$ cat src/rtl/execute_mem_pkg.sv
`default_nettype none
// ============================================================================
// execute_mem_pkg : shared widths and slot-state encoding for the mem writeback
// Revision: 1.0
// ============================================================================
package execute_mem_pkg;

  localparam int ROB_IDX_W = 4;
  localparam int DELAY_W   = 4;
  localparam int FID_W     = 8;

  typedef enum logic [1:0] {
    ST_IDLE = 2'd0,
    ST_WAIT = 2'd1,
    ST_DONE = 2'd2
  } slot_state_t;

endpackage
`default_nettype wire

$ cat src/rtl/execute_mem_wbslot.sv
`default_nettype none
// ============================================================================
// execute_mem_wbslot : one ROB slot - commit-delay FSM, counter and data store
// Revision: 1.0
// ============================================================================
module execute_mem_wbslot
  import execute_mem_pkg::*;
(
  input  logic               clk,
  input  logic               reset,
  input  logic               i_capture,
  input  logic               i_retire,
  input  logic               i_flush,
  input  logic [FID_W-1:0]   i_fid,
  input  logic [31:0]        i_result,
  input  logic               i_lsmiss,
  input  logic [DELAY_W-1:0] i_cmtdelay,
  output slot_state_t        o_state,
  output logic [FID_W-1:0]   o_fid,
  output logic [31:0]        o_result,
  output logic               o_lsmiss
);

  slot_state_t        r_state, w_state_nxt;
  logic [DELAY_W-1:0] r_cnt, w_cnt_nxt;
  logic [FID_W-1:0]   r_fid;
  logic [31:0]        r_result;
  logic               r_lsmiss;

  always_ff @(posedge clk) begin
    if (reset) begin
      r_state <= ST_IDLE;
      r_cnt   <= '0;
    end else begin
      r_state <= w_state_nxt;
      r_cnt   <= w_cnt_nxt;
    end
  end

  // Priority: flush, then capture (beats a same-cycle retire), then aging.
  always_comb begin
    w_state_nxt = r_state;
    w_cnt_nxt   = r_cnt;
    if (i_flush) begin
      w_state_nxt = ST_IDLE;
    end else if (i_capture) begin
      if (i_cmtdelay == '0) begin
        w_state_nxt = ST_DONE;
      end else begin
        w_state_nxt = ST_WAIT;
        w_cnt_nxt   = i_cmtdelay;
      end
    end else begin
      case (r_state)
        ST_WAIT: begin
          if (r_cnt == DELAY_W'(1)) w_state_nxt = ST_DONE;
          else                      w_cnt_nxt   = r_cnt - DELAY_W'(1);
        end
        ST_DONE: begin
          if (i_retire) w_state_nxt = ST_IDLE;
        end
        default: w_state_nxt = r_state;
      endcase
    end
  end

  // Payload is not reset; the top gates it with the slot state.
  always_ff @(posedge clk) begin
    if (i_capture && !i_flush) begin
      r_fid    <= i_fid;
      r_result <= i_result;
      r_lsmiss <= i_lsmiss;
    end
  end

  assign o_state  = r_state;
  assign o_fid    = r_fid;
  assign o_result = r_result;
  assign o_lsmiss = r_lsmiss;

endmodule
`default_nettype wire

$ cat src/rtl/execute_mem_wbrecv.sv
`default_nettype none
// ============================================================================
// execute_mem_wbrecv : memory-pipe writeback receiver and ROB head status mux
// Revision: 1.0
// ============================================================================
module execute_mem_wbrecv #(
  parameter int ROB_ENTRIES = 16,
  parameter int DELAY_W     = 4
) (
  input  logic                           clk,
  input  logic                           reset,
  input  logic                           i_valid,
  input  logic [$clog2(ROB_ENTRIES)-1:0] i_dst_rob,
  input  logic [7:0]                     i_fid,
  input  logic [31:0]                    i_result,
  input  logic [DELAY_W-1:0]             i_cmtdelay,
  input  logic                           i_lsmiss,
  input  logic                           i_flush,
  input  logic [$clog2(ROB_ENTRIES)-1:0] i_head_rob,
  input  logic                           i_commit,
  output logic                           o_head_done,
  output logic [31:0]                    o_head_result,
  output logic [7:0]                     o_head_fid,
  output logic                           o_head_lsmiss,
  output logic [4:0]                     o_pending,
  output logic                           o_err
);

  localparam int c_IDX_W = $clog2(ROB_ENTRIES);

  execute_mem_pkg::slot_state_t w_state [ROB_ENTRIES];
  logic [7:0]  w_fid    [ROB_ENTRIES];
  logic [31:0] w_result [ROB_ENTRIES];
  logic        w_lsmiss [ROB_ENTRIES];
  logic [ROB_ENTRIES-1:0] w_capture, w_retire;

  logic       w_retire_eff, w_same_slot, w_inc, w_dec, w_err_set;
  logic [4:0] r_pending;
  logic       r_err;

  assign o_head_done  = (w_state[i_head_rob] == execute_mem_pkg::ST_DONE);
  assign w_retire_eff = i_commit && o_head_done;
  assign w_same_slot  = i_valid && w_retire_eff && (i_dst_rob == i_head_rob);

  generate
    for (genvar i = 0; i < ROB_ENTRIES; i++) begin : g_slot
      assign w_capture[i] = i_valid && (i_dst_rob == c_IDX_W'(i));
      assign w_retire[i]  = w_retire_eff && (i_head_rob == c_IDX_W'(i));

      execute_mem_wbslot u_slot (
        .clk        (clk),
        .reset      (reset),
        .i_capture  (w_capture[i]),
        .i_retire   (w_retire[i]),
        .i_flush    (i_flush),
        .i_fid      (i_fid),
        .i_result   (i_result),
        .i_lsmiss   (i_lsmiss),
        .i_cmtdelay (i_cmtdelay),
        .o_state    (w_state[i]),
        .o_fid      (w_fid[i]),
        .o_result   (w_result[i]),
        .o_lsmiss   (w_lsmiss[i])
      );
    end
  endgenerate

  assign o_head_result = o_head_done ? w_result[i_head_rob] : 32'd0;
  assign o_head_fid    = o_head_done ? w_fid[i_head_rob]    : 8'd0;
  assign o_head_lsmiss = o_head_done && w_lsmiss[i_head_rob];

  // A capture that lands on the slot being retired reuses it: net pending 0.
  assign w_inc = i_valid && (w_state[i_dst_rob] == execute_mem_pkg::ST_IDLE);
  assign w_dec = w_retire_eff && !w_same_slot;
  assign w_err_set = !i_flush &&
                     ((i_commit && !o_head_done) ||
                      (i_valid && !w_inc && !w_same_slot));

  always_ff @(posedge clk) begin
    if (reset) begin
      r_pending <= '0;
      r_err     <= 1'b0;
    end else begin
      if (w_err_set) r_err <= 1'b1;
      if (i_flush)
        r_pending <= '0;
      else if (w_inc && !w_dec && r_pending != 5'(ROB_ENTRIES))
        r_pending <= r_pending + 5'd1;
      else if (w_dec && !w_inc && r_pending != 5'd0)
        r_pending <= r_pending - 5'd1;
    end
  end

  assign o_pending = r_pending;
  assign o_err     = r_err;

endmodule
`default_nettype wire

$ cat config.mk
export PLATFORM = sky130hd
export DESIGN_NAME = execute_mem_wbrecv
export DESIGN_NICKNAME = d
export VERILOG_FILES = /design/src/rtl/execute_mem_pkg.sv /design/src/rtl/execute_mem_wbslot.sv /design/src/rtl/execute_mem_wbrecv.sv
export SDC_FILE = /design/constraint.sdc
export NUM_CORES = 1
export LEC_CHECK = 0
export ABC_CLOCK_PERIOD_IN_PS = 13400
export CORE_MARGIN = 5
export CORE_UTILIZATION = 50
export DETAILED_ROUTE_END_ITERATION = 7
export GPL_ROUTABILITY_DRIVEN = 0
export GPL_TIMING_DRIVEN = 0
export PLACE_DENSITY_LB_ADDON = 0.3
export SETUP_SLACK_MARGIN = 0.3
export SLEW_MARGIN = 20
export SYNTH_ARGS = -nofsm -noshare
export SYNTH_HDL_FRONTEND = slang
export SYNTH_SLANG_ARGS = --single-unit
$ cat constraint.sdc
create_clock -name clk -period 13.4 [get_ports clk]
set_clock_uncertainty 0.1 [all_clocks]
set_input_delay 2.01 -clock clk [delete_from_list [all_inputs] [get_ports clk]]
set_output_delay 2.01 -clock clk [all_outputs]
set_load 0.05 [all_outputs]
==> impl_metrics.tcl <==
set metrics [dict create \
    leakagePower_uw 0.0122 \
    via_count 19500 \
    fmax_mhz 127 \
    design_area_um2 38000 \
    crit_path_cell_trace "buf_4, clkbuf_1, buf_1, mux4_2, mux4_2, nor2b_1, clkdlybuf4s50_1" \
    peakVddDrop_uv 120 \
    switching_share 0.217 \
    fill_cells 4714 \
    hold_class "register to register" \
    grt_pass1_wl_mm 126 \
    synth-seq-area-share 0.671 \
    clk_latency_ns 0.63 \
    slew_headroom 0.342 \
    routed-wl-met3_mm 7.91 \
    cts.clk_slew.worst_paths_ns 0.06 \
    die_w_um 265 \
    cts.hold.buffers_added 0 \
    synth-simple-area-share 0.0674 \
    grt_usage 0.240 \
    synth.top_cell.area_share 0.608 \
    wl_mm 85.1 \
    ys_async_sr_fraction 0 \
    critPathTopFamily "buffers and inverters" \
    port_buffers 96 \
    viasPerCell 6.14 \
    powerDensity_nw_per_um2 135 \
    post_cts_resized 0 \
    drv_cap 0 \
    ys_ff_latch 758 \
    arrival_ns 5.78 \
    critPathMaxStageDelay_ns 0.80 \
    die_height_um 265 \
    post_cts_buffers 0 \
    synth_xor_area_frac 0.00135 \
    synth_top_family_by_area "multiplexers" \
    fin_ws_ns 5.51 \
    worst_pin_slew_ns 0.987 \
    clock_path_buffers 3 \
    status "finished clean" \
    wl_met2_mm 41.7 \
    nets 2378 \
    cts_tree "built" \
    final-setup-viol-count 0 \
    period_share 0.589 \
    core_um2 64300 \
    grt_max_degree 20 \
    crit_buf_inv 4 \
    drt_pass1_iterations 5 \
    p_comb_frac 0.062 \
    h-tree-depth 3 \
    cts_buffers 79 \
    synth_nets 2112 \
    yosys.area.top_type "edfxtp_1" \
    fin_tns_setup_ns 0 \
    antenna_found_initial 5 \
    worstSetupStartpointType "primary input" \
    drt_iter0_drc 2276 \
    required_ns 11.29 \
    dp_slack_ns 5.58 \
    worstSetupPathType "primary input to output port" \
    wl_per_cell_um 26.8 \
    dp_hpwl_mm 56.9 \
    area.sequential_um2 21700 \
    synth_adder_area_share 0.0265 \
    slew_violations 0 \
    muxShareOfSynthArea 0.154 \
    switchingPower_uw 1110 \
    path_max_fanout 10 \
    die-area_um2 70000 \
    slowest_stage "clkdlybuf4s50_1" \
    synth_ff_type "edfxtp_1" \
    num_io_pins 106 \
    synth_edf_count 656 \
    period_needed_ns 7.89 \
    report.final.hold_viol_count 0 \
    syn_area_um2 32400 \
    final_common_cell "edfxtp_1" \
    wl_met1_mm 32.3 \
    clock_sinks 758 \
    layout_common_cells "edfxtp_1, mux4_2, nand2_1" \
    rsz0062_at_grt "false" \
    synthToLayoutAreaGrowth_pct 17.2 \
    syn-instance-count 1986 \
    layout-drive-gt1-share 0.216 \
    multiInputGateArea_um2 9970 \
    cts-root-buf "clkbuf_16" \
    ant_nets 0 \
    start_util 0.503 \
    synth-compound-area-share 0.0556 \
    intPower_uw 4010 \
    num_rows 93 \
    top_layer "met5" \
    clock_power_share 0.429 \
    end_kind "output port" \
    synth_area_leaders "edfxtp_1, mux4_2, dfxtp_1" \
    seqPwrFrac 0.509 \
    drc 0 \
    grt_pass1_vias 19800 \
    placed_area_um2 35400 \
    crit_top_cell "mux4_2" \
    grt-ovfl-total 0 \
    synth_cell_type_count 66 \
    avgSynthCellArea_um2 16.3 \
    ys.warnings.count 0 \
]
[power by group through the flow]
| stage | sequential [µW] | clock [µW] | combinational, µW |
|---|---|---|---|
| after floorplan | 2650 | 0 | 186 |
| after global placement | 2650 | 0 | 299 |
| after detailed placement | 2650 | 0 | 316 |
| after CTS | 2600 | 2220 | 318 |
| after global routing | 2610 | 2330 | 339 |
| final | 2600 | 2200 | 318 |
[worst register-to-register path, cell delays in order (launching register included)]
cell	delay [ns]
dfxtp_1	0.38
mux4_2	0.51
a22oi_2	0.23
o211ai_2	0.15
nor3b_2	0.35
or2_2	0.23
inv_1	0.06
fa_1	0.37
nor2b_1	0.17
o21a_1	0.13
nor2_1	0.05
or4_1	0.41
mux2_2	0.29
mux2i_1	0.11
[registers in the layout (all words and copies together), names as in the netlist]
name / flops
g_slot.u_slot.r_cnt: 64
o_pending: 5
o_err: 1
g_slot.u_slot.o_lsmiss: 16
g_slot.u_slot.o_result: 512
g_slot.u_slot.o_fid: 128
g_slot.u_slot.o_state: 32
[cell type report]
| class | instances | area share |
|---|---|---|
| antenna | 3 | 0.000198 |
| clock inverter | 44 | 0.0132 |
| tap | 855 | 0.0282 |
| inverter | 72 | 0.00712 |
| timing repair buffer | 185 | 0.0481 |
| sequential | 758 | 0.573 |
| clock buffer | 98 | 0.0548 |
| buffer | 113 | 0.0133 |
| multi-input combinational | 1043 | 0.263 |
[cell usage after synthesis, drive strengths merged (9+ instances only)]
cell      n
nor2b    44
nand2b   35
buf      50
o41ai    12
dfxtp   102
clkbuf   63
nand3b   17
o21ai    81
nand2   155
a211oi    9
edfxtp  656
a311oi   12
a21oi   111
nor3     31
mux4    215
ha       67
inv      72
nor2    110
a21o     25
mux2i    13
or3      21
[kinds of logic (layout without fill, tap and decap cells)]
logic type      count (synthesis)  after routing
buf+inv                       185            512
xor+xnor                        5              5
fa+ha+maj                      68             68
compound gates                290            290
mux                           230            230
flops                         758            758
other cells                     0              3
simple gates                  450            450
[path summary, 6_finish.rpt]
path	from	end	slack (ns)	cells after the start
setup reg to reg	g_slot[1].u_slot.o_state[0]	o_pending[4]	9.75	13
hold / removal	g_slot[1].u_slot.r_cnt[1]	g_slot[1].u_slot.r_cnt[1]	0.37	2
setup / recovery	i_head_rob[0]	o_head_result[30]	5.51	7
hold reg to reg	g_slot[1].u_slot.r_cnt[1]	g_slot[1].u_slot.r_cnt[1]	0.37	2
[through the flow]
step | utilization | total power [µW] | instances | hold slack [ns]
floorplan | - | 2840 | 1986 | 0.345
global placement | 0.535 | 2950 | 2937 | 0.362
detailed placement | 0.550 | 2970 | 3026 | 0.362
CTS | 0.590 | 5150 | 3168 | 0.370
global route | 0.590 | 5270 | 3168 | 0.395
finish | 0.590 | 5120 | 3171 | 0.373
[layer usage]
metal | up-vias | GRT usage
met3 | 194 | 0.0506
met1 | 9956 | 0.319
met5 | - | 0
met2 | 1029 | 0.396
met4 | 2 | 0.0880
li1 | 8283 | -
(Power assumes the default switching activity.)
